File: config.mk
export PLATFORM = sky130hd
export DESIGN_NAME = ram_w16b8_host_ctrl_flat
export DESIGN_NICKNAME = d
export VERILOG_FILES = /design/src/rtl/ram_w16b8_host_ctrl_if.sv /design/src/rtl/ram_w16b8_host_ctrl.sv /design/src/flat_wrapper.sv
export SDC_FILE = /design/constraint.sdc
export NUM_CORES = 1
export LEC_CHECK = 0
export CORE_AREA = 2 2 92 50
export CTS_CLUSTER_DIAMETER = 100
export DETAILED_ROUTE_END_ITERATION = 16
export DIE_AREA = 0 0 94 52
export DONT_BUFFER_PORTS = 1
export SYNTH_ARGS = -nofsm -noshare
export SYNTH_HDL_FRONTEND = slang
export SYNTH_SLANG_ARGS = --single-unit
File: constraint.sdc
create_clock -name i_clk -period 1.92 [get_ports i_clk]
set_input_delay 0.288 -clock i_clk [delete_from_list [all_inputs] [get_ports i_clk]]
set_output_delay 0.288 -clock i_clk [all_outputs]
set_load 0.005 [all_outputs]
File: src/rtl/ram_w16b8_host_ctrl_if.sv
// Host command/response port and 16x8 RAM pins for the RAM host controller.
// master = controller side, slave = host plus RAM side.
interface ram_w16b8_host_ctrl_if #(
   parameter int AddressDepth = 4,
   parameter int DataWide     = 8
);
   logic                    req_valid;
   logic                    req_ready;
   logic [1:0]              req_op;
   logic [AddressDepth-1:0] req_addr;
   logic [DataWide-1:0]     req_wdata;
   logic                    rsp_valid;
   logic                    rsp_ready;
   logic [AddressDepth-1:0] rsp_addr;
   logic [DataWide-1:0]     rsp_data;
   logic                    busy;
   logic                    ram_rw;
   logic [3:0]              ram_cs;
   logic [AddressDepth-1:0] ram_addr;
   logic [DataWide-1:0]     ram_din;
   logic [DataWide-1:0]     ram_dout;

   modport master (
      input  req_valid, req_op, req_addr, req_wdata, rsp_ready, ram_dout,
      output req_ready, rsp_valid, rsp_addr, rsp_data, busy,
             ram_rw, ram_cs, ram_addr, ram_din
   );

   modport slave (
      output req_valid, req_op, req_addr, req_wdata, rsp_ready, ram_dout,
      input  req_ready, rsp_valid, rsp_addr, rsp_data, busy,
             ram_rw, ram_cs, ram_addr, ram_din
   );
endinterface

File: src/rtl/ram_w16b8_host_ctrl.sv
// Host-side initiator for a 16x8 synchronous RAM: write/read/fill/dump commands, registered RAM pins.
// Write 2 cycles, read response 3 cycles after acceptance; responses held until rsp_ready, one command at a time.
module ram_w16b8_host_ctrl #(
   parameter int AddressDepth = 4,
   parameter int DataWide     = 8
) (
   input  logic                  i_clk,
   input  logic                  i_rst,
   ram_w16b8_host_ctrl_if.master bus
);
   localparam logic [AddressDepth-1:0] LastAddr = '1;

   typedef enum logic [2:0] {IDLE, WRITE, RD_CMD, RD_WAIT, RSP, FILL} state_t;

   state_t                  r_state, w_nxt_state;
   logic [AddressDepth-1:0] r_addr, w_nxt_addr;
   logic [DataWide-1:0]     r_wdata, w_nxt_wdata;
   logic                    r_dump, w_nxt_dump;
   logic                    w_accept, w_rsp_load, w_rsp_clr, w_ram_sel, w_ram_wr;

   logic                    r_ram_rw;
   logic [3:0]              r_ram_cs;
   logic [AddressDepth-1:0] r_ram_addr;
   logic [DataWide-1:0]     r_ram_din;
   logic                    r_rsp_valid;
   logic [AddressDepth-1:0] r_rsp_addr;
   logic [DataWide-1:0]     r_rsp_data;

   assign bus.req_ready = (r_state == IDLE) & ~i_rst;
   assign w_accept      = bus.req_valid & bus.req_ready;

   always_comb begin
      w_nxt_state = r_state;
      w_nxt_addr  = r_addr;
      w_nxt_wdata = r_wdata;
      w_nxt_dump  = r_dump;
      w_rsp_load  = 1'b0;
      w_rsp_clr   = 1'b0;
      case (r_state)
         IDLE: begin
            if (w_accept) begin
               case (bus.req_op)
                  2'b00: begin
                     w_nxt_state = WRITE;
                     w_nxt_addr  = bus.req_addr;
                     w_nxt_wdata = bus.req_wdata;
                  end
                  2'b01: begin
                     w_nxt_state = RD_CMD;
                     w_nxt_addr  = bus.req_addr;
                     w_nxt_dump  = 1'b0;
                  end
                  2'b10: begin
                     w_nxt_state = FILL;
                     w_nxt_addr  = '0;
                     w_nxt_wdata = bus.req_wdata;
                  end
                  default: begin
                     w_nxt_state = RD_CMD;
                     w_nxt_addr  = '0;
                     w_nxt_dump  = 1'b1;
                  end
               endcase
            end
         end
         WRITE:   w_nxt_state = IDLE;
         RD_CMD:  w_nxt_state = RD_WAIT;
         RD_WAIT: begin
            w_nxt_state = RSP;
            w_rsp_load  = 1'b1;
         end
         RSP: begin
            if (bus.rsp_ready) begin
               w_rsp_clr = 1'b1;
               if (r_dump && (r_addr != LastAddr)) begin
                  w_nxt_state = RD_CMD;
                  w_nxt_addr  = r_addr + AddressDepth'(1);
               end else begin
                  w_nxt_state = IDLE;
               end
            end
         end
         FILL: begin
            // Stop on the last address so the counter never wraps into a 17th write.
            if (r_addr == LastAddr) w_nxt_state = IDLE;
            else                    w_nxt_addr  = r_addr + AddressDepth'(1);
         end
         default: w_nxt_state = IDLE;
      endcase
   end

   // RAM pins are registered, so they are derived from the state being entered.
   assign w_ram_sel = (w_nxt_state == WRITE) | (w_nxt_state == RD_CMD) | (w_nxt_state == FILL);
   assign w_ram_wr  = (w_nxt_state == WRITE) | (w_nxt_state == FILL);

   always_ff @(posedge i_clk) begin
      if (i_rst) begin
         r_state     <= IDLE;
         r_addr      <= '0;
         r_wdata     <= '0;
         r_dump      <= 1'b0;
         r_ram_rw    <= 1'b0;
         r_ram_cs    <= 4'h0;
         r_ram_addr  <= '0;
         r_ram_din   <= '0;
         r_rsp_valid <= 1'b0;
         r_rsp_addr  <= '0;
         r_rsp_data  <= '0;
      end else begin
         r_state    <= w_nxt_state;
         r_addr     <= w_nxt_addr;
         r_wdata    <= w_nxt_wdata;
         r_dump     <= w_nxt_dump;
         r_ram_rw   <= w_ram_wr;
         r_ram_cs   <= w_ram_sel ? 4'hF : 4'h0;
         r_ram_addr <= w_nxt_addr;
         r_ram_din  <= w_nxt_wdata;
         if (w_rsp_load) begin
            r_rsp_valid <= 1'b1;
            r_rsp_addr  <= r_addr;
            r_rsp_data  <= bus.ram_dout;
         end else if (w_rsp_clr) begin
            r_rsp_valid <= 1'b0;
         end
      end
   end

   assign bus.busy      = (r_state != IDLE);
   assign bus.ram_rw    = r_ram_rw;
   assign bus.ram_cs    = r_ram_cs;
   assign bus.ram_addr  = r_ram_addr;
   assign bus.ram_din   = r_ram_din;
   assign bus.rsp_valid = r_rsp_valid;
   assign bus.rsp_addr  = r_rsp_addr;
   assign bus.rsp_data  = r_rsp_data;
endmodule

File: src/flat_wrapper.sv
// flat-port wrapper written by rule: the top's interface ports become plain ports
module ram_w16b8_host_ctrl_flat 
#(
   parameter int AddressDepth = 4,
   parameter int DataWide     = 8
)
  (i_clk, i_rst, bus_req_valid, bus_req_op, bus_req_addr, bus_req_wdata, bus_rsp_ready, bus_ram_dout, bus_req_ready, bus_rsp_valid, bus_rsp_addr, bus_rsp_data, bus_busy, bus_ram_rw, bus_ram_cs, bus_ram_addr, bus_ram_din);
  ram_w16b8_host_ctrl_if #(.AddressDepth(AddressDepth), .DataWide(DataWide)) bus_i ();
  input  logic i_clk;
  input  logic i_rst;
  input wire logic [$bits(bus_i.req_valid)-1:0] bus_req_valid;
  input wire logic [$bits(bus_i.req_op)-1:0] bus_req_op;
  input wire logic [$bits(bus_i.req_addr)-1:0] bus_req_addr;
  input wire logic [$bits(bus_i.req_wdata)-1:0] bus_req_wdata;
  input wire logic [$bits(bus_i.rsp_ready)-1:0] bus_rsp_ready;
  input wire logic [$bits(bus_i.ram_dout)-1:0] bus_ram_dout;
  output wire logic [$bits(bus_i.req_ready)-1:0] bus_req_ready;
  output wire logic [$bits(bus_i.rsp_valid)-1:0] bus_rsp_valid;
  output wire logic [$bits(bus_i.rsp_addr)-1:0] bus_rsp_addr;
  output wire logic [$bits(bus_i.rsp_data)-1:0] bus_rsp_data;
  output wire logic [$bits(bus_i.busy)-1:0] bus_busy;
  output wire logic [$bits(bus_i.ram_rw)-1:0] bus_ram_rw;
  output wire logic [$bits(bus_i.ram_cs)-1:0] bus_ram_cs;
  output wire logic [$bits(bus_i.ram_addr)-1:0] bus_ram_addr;
  output wire logic [$bits(bus_i.ram_din)-1:0] bus_ram_din;
  assign bus_i.req_valid = bus_req_valid;
  assign bus_i.req_op = bus_req_op;
  assign bus_i.req_addr = bus_req_addr;
  assign bus_i.req_wdata = bus_req_wdata;
  assign bus_i.rsp_ready = bus_rsp_ready;
  assign bus_i.ram_dout = bus_ram_dout;
  assign bus_req_ready = bus_i.req_ready;
  assign bus_rsp_valid = bus_i.rsp_valid;
  assign bus_rsp_addr = bus_i.rsp_addr;
  assign bus_rsp_data = bus_i.rsp_data;
  assign bus_busy = bus_i.busy;
  assign bus_ram_rw = bus_i.ram_rw;
  assign bus_ram_cs = bus_i.ram_cs;
  assign bus_ram_addr = bus_i.ram_addr;
  assign bus_ram_din = bus_i.ram_din;
  ram_w16b8_host_ctrl #(.AddressDepth(AddressDepth), .DataWide(DataWide)) u_core (.i_clk(i_clk), .i_rst(i_rst), .bus(bus_i));
endmodule
==> impl_metrics.json, run 1 <==
{
  "rsz0062_at_grt": "false",
  "grt_pass1_vias": 983,
  "fin_crit_ns": 1.77,
  "powerDensity_nw_per_um2": 955,
  "core_sq_um": 4150,
  "synth.avg_cell_area_sq_um": 9.26,
  "status": "finished clean",
  "hold_violations": 0,
  "drt-pass1-iter-count": 4,
  "path_class": "flop to flop",
  "timing.hold.ws_ns": 0.0735,
  "worst_path_max_delay_cell": "dfxtp_1",
  "use_met3": 0.0710,
  "finalCritPeriodShare": 0.923,
  "post_cts_buffers": 0,
  "ios": 58,
  "end_kind": "flop",
  "areaGrowthSynthToFinish_pct": 8.52,
  "dieWidth_um": 94,
  "grt_max_degree": 35,
  "multiInputGateArea_sq_um": 686,
  "final-max-slew-violation-count": 0,
  "antenna_found_initial": 0,
  "regArea_sq_um": 621,
  "slew_headroom": 0.668,
  "met2_usage": 0.192,
  "crit_path_start_kind": "flop",
  "ys_warn_count": 0,
  "cts.sinks": 31,
  "cpLargestDelayFamily": "flip-flops",
  "final_cell_mix": "31 x dfxtp_1, 28 x nor2_1, 21 x mux2i_1",
  "drtAntennaViolNets": 0,
  "synth-main-ff-cell": "dfxtp_1",
  "busiest_layer": "met2",
  "syn_area_sq_um": 1380,
  "crit_chain": "nor2b_1, nand3_1, a221oi_1, a211oi_1",
  "pre_cts_slack_ns": 0.220,
  "hold_class": "primary input to flop",
  "cts_hold_buf": 0,
  "ys_seq_area_frac": 0.450,
  "critical-path-max-stage-delay_ns": 0.63,
  "h-tree-depth": 2,
  "dpl.hpwl_mm": 2.43,
  "nNetsFinal": 172,
  "drtIter0Drc": 59,
  "cts_resized": 0,
  "drive_above_1_share": 0.0822,
  "drv_cap": 0,
  "place.gp.congestion": 0.978,
  "clk_latency_ns": 0.28,
  "crit_required_ns": 2.07,
  "n_antenna_cell": 0,
  "utilization": 0.361,
  "synth_edf_count": 0,
  "fin_ws_ns": 0.147,
  "arrival_ns": 1.92,
  "numCtsBuffers": 5,
  "cp_max_fo": 16,
  "drc": 0,
  "worst_slew_pin_slew_ns": 0.497,
  "grt_overflow": 0,
  "die_h_um": 52,
  "async_flop_share": 0,
  "row_count": 17,
  "p_leak_nw": 0.678,
  "setup_viol": 0,
  "final_cells": 203,
  "wire_per_inst_um": 16.1,
  "clk_pin_slew_ns": 0.07,
  "crit_buf_inv": 0,
  "final_common_cell": "dfxtp_1",
  "fmax_mhz": 564,
  "cts_buffer_depth": 2,
  "dieArea_sq_um": 4890,
  "viasPerCell": 5.30,
  "synth_cell_type_count": 38,
  "setup_tns_ns": 0,
  "grt_use_total": 0.138,
  "grt_pass1_wl_mm": 5.11,
  "cts-root-buf": "clkbuf_8",
  "nFillCells": 428,
  "synthesis.nets": 176,
  "fin_skew_ns": 0.00908,
  "ir_drop_mv": 0.374,
  "wl_mm": 3.27,
  "reg2reg_slack_ns": 0.15,
  "start_util": 0.333,
  "ys_seq_elements": 31,
  "vias": 1075,
  "port_buffers": 0,
  "syn_inst": 149,
  "met1_usage": 0.183,
  "dp_cells": 195,
  "cts_tree": "built"
}
## stage by stage
step | total power [mW] | cell area, sq um
after global placement | 0.807 | 1390
after floorplan | 0.804 | 1380
after global routing | 1.50 | 1500
after CTS | 1.45 | 1500
final | 1.43 | 1500
after detailed placement | 0.810 | 1390
## report_power, final
group	internal, mW	total, mW	leakage [nW]	switching [mW]
combinational	0.0443	0.0982	0.369	0.0539
clock	0.386	0.633	0.0581	0.247
sequential	0.663	0.698	0.251	0.0349
## worst paths after layout
check,startpoint,to,depth (start not counted)
worst min-delay path,i_rst,u_core.bus.rsp_data[6],1
worst min register to register,u_core.bus.rsp_addr[3],u_core.bus.rsp_addr[3],2
worst max-delay path,u_core.r_state[2],u_core.r_addr[1],4
worst max register to register,u_core.r_state[2],u_core.r_addr[1],4
## cells in the mapped netlist (all sizes together), types with 3 or more instances
| cell type | number | share of area |
|---|---|---|
| a21oi | 5 | 0.018 |
| buf | 7 | 0.037 |
| clkbuf | 4 | 0.011 |
| dfxtp | 31 | 0.45 |
| mux2i | 21 | 0.15 |
| nand2 | 6 | 0.018 |
| nand2b | 3 | 0.014 |
| nand3 | 6 | 0.022 |
| nand4 | 4 | 0.018 |
| nor2 | 28 | 0.076 |
| nor3 | 3 | 0.011 |
## routing by layer
metal | vias up | wire (um) | part of all wire
met4 | 0 | 9 | 0.0028
met2 | 49 | 1360 | 0.42
met1 | 504 | 1560 | 0.48
met3 | 2 | 334 | 0.10
met5 | - | 0 | 0
li1 | 520 | - | -
## cell families (layout without fill, tap and decap cells)
logic type / count (synthesis) / in the layout / share of synthesized area
buffers and inverters: 13 / 10 / 0.0535
flip-flops: 31 / 31 / 0.450
multiplexers: 21 / 21 / 0.152
adder cells (fa/ha/maj): 1 / 1 / 0.00906
AND/OR/NAND/NOR: 62 / 62 / 0.231
AO/OA/AOI/OAI: 21 / 21 / 0.104
## sequential cells by signal, summed over array words and instances (netlist names)
signal                cells
u_core.bus.ram_cs         1
u_core.bus.ram_rw         1
u_core.bus.rsp_addr       4
u_core.bus.rsp_data       8
u_core.bus.rsp_valid      1
u_core.r_addr             4
u_core.r_dump             1
u_core.r_state            3
u_core.r_wdata            8
## cell type report
class / count / area share
Multi-Input combinational cell: 105 / 0.458
Inverter: 2 / 0.00501
Sequential cell: 31 / 0.414
Clock inverter: 3 / 0.0292
Clock buffer: 5 / 0.0459
Tap cell: 57 / 0.0476
No activity file was read; power rests on OpenSTA's default activity.
==> run 2: changes to the inputs <==
--- a/config.mk
+++ b/config.mk
@@ -6,6 +6,7 @@
 export NUM_CORES = 1
 export LEC_CHECK = 0
 export CORE_AREA = 2 2 92 50
+export CTS_BUF_LIST = sky130_fd_sc_hd__clkbuf_8
 export CTS_CLUSTER_DIAMETER = 100
 export DETAILED_ROUTE_END_ITERATION = 16
 export DIE_AREA = 0 0 94 52
==> results of run 2 <==
No change in the layout: final DEF, timing and power equal those of run 1.
==> run 3: changes to the inputs <==
--- a/config.mk
+++ b/config.mk
@@ -5,6 +5,7 @@
 export SDC_FILE = /design/constraint.sdc
 export NUM_CORES = 1
 export LEC_CHECK = 0
+export ABC_CLOCK_PERIOD_IN_PS = 1920
 export CORE_AREA = 2 2 92 50
 export CTS_BUF_LIST = sky130_fd_sc_hd__clkbuf_8
 export CTS_CLUSTER_DIAMETER = 100
==> constraint.sdc (replaced) <==
create_clock -name i_clk -period 1.92 [get_ports i_clk]
set_input_delay 0.384 -clock i_clk [delete_from_list [all_inputs] [get_ports i_clk]]
set_output_delay 0.384 -clock i_clk [all_outputs]
set_load 0.005 [all_outputs]
==> results of run 3 <==
The final DEF is identical to that of run 1. Status: finished clean.
Among the figures that moved: hold slack 0.0735 ns -> 0.169 ns
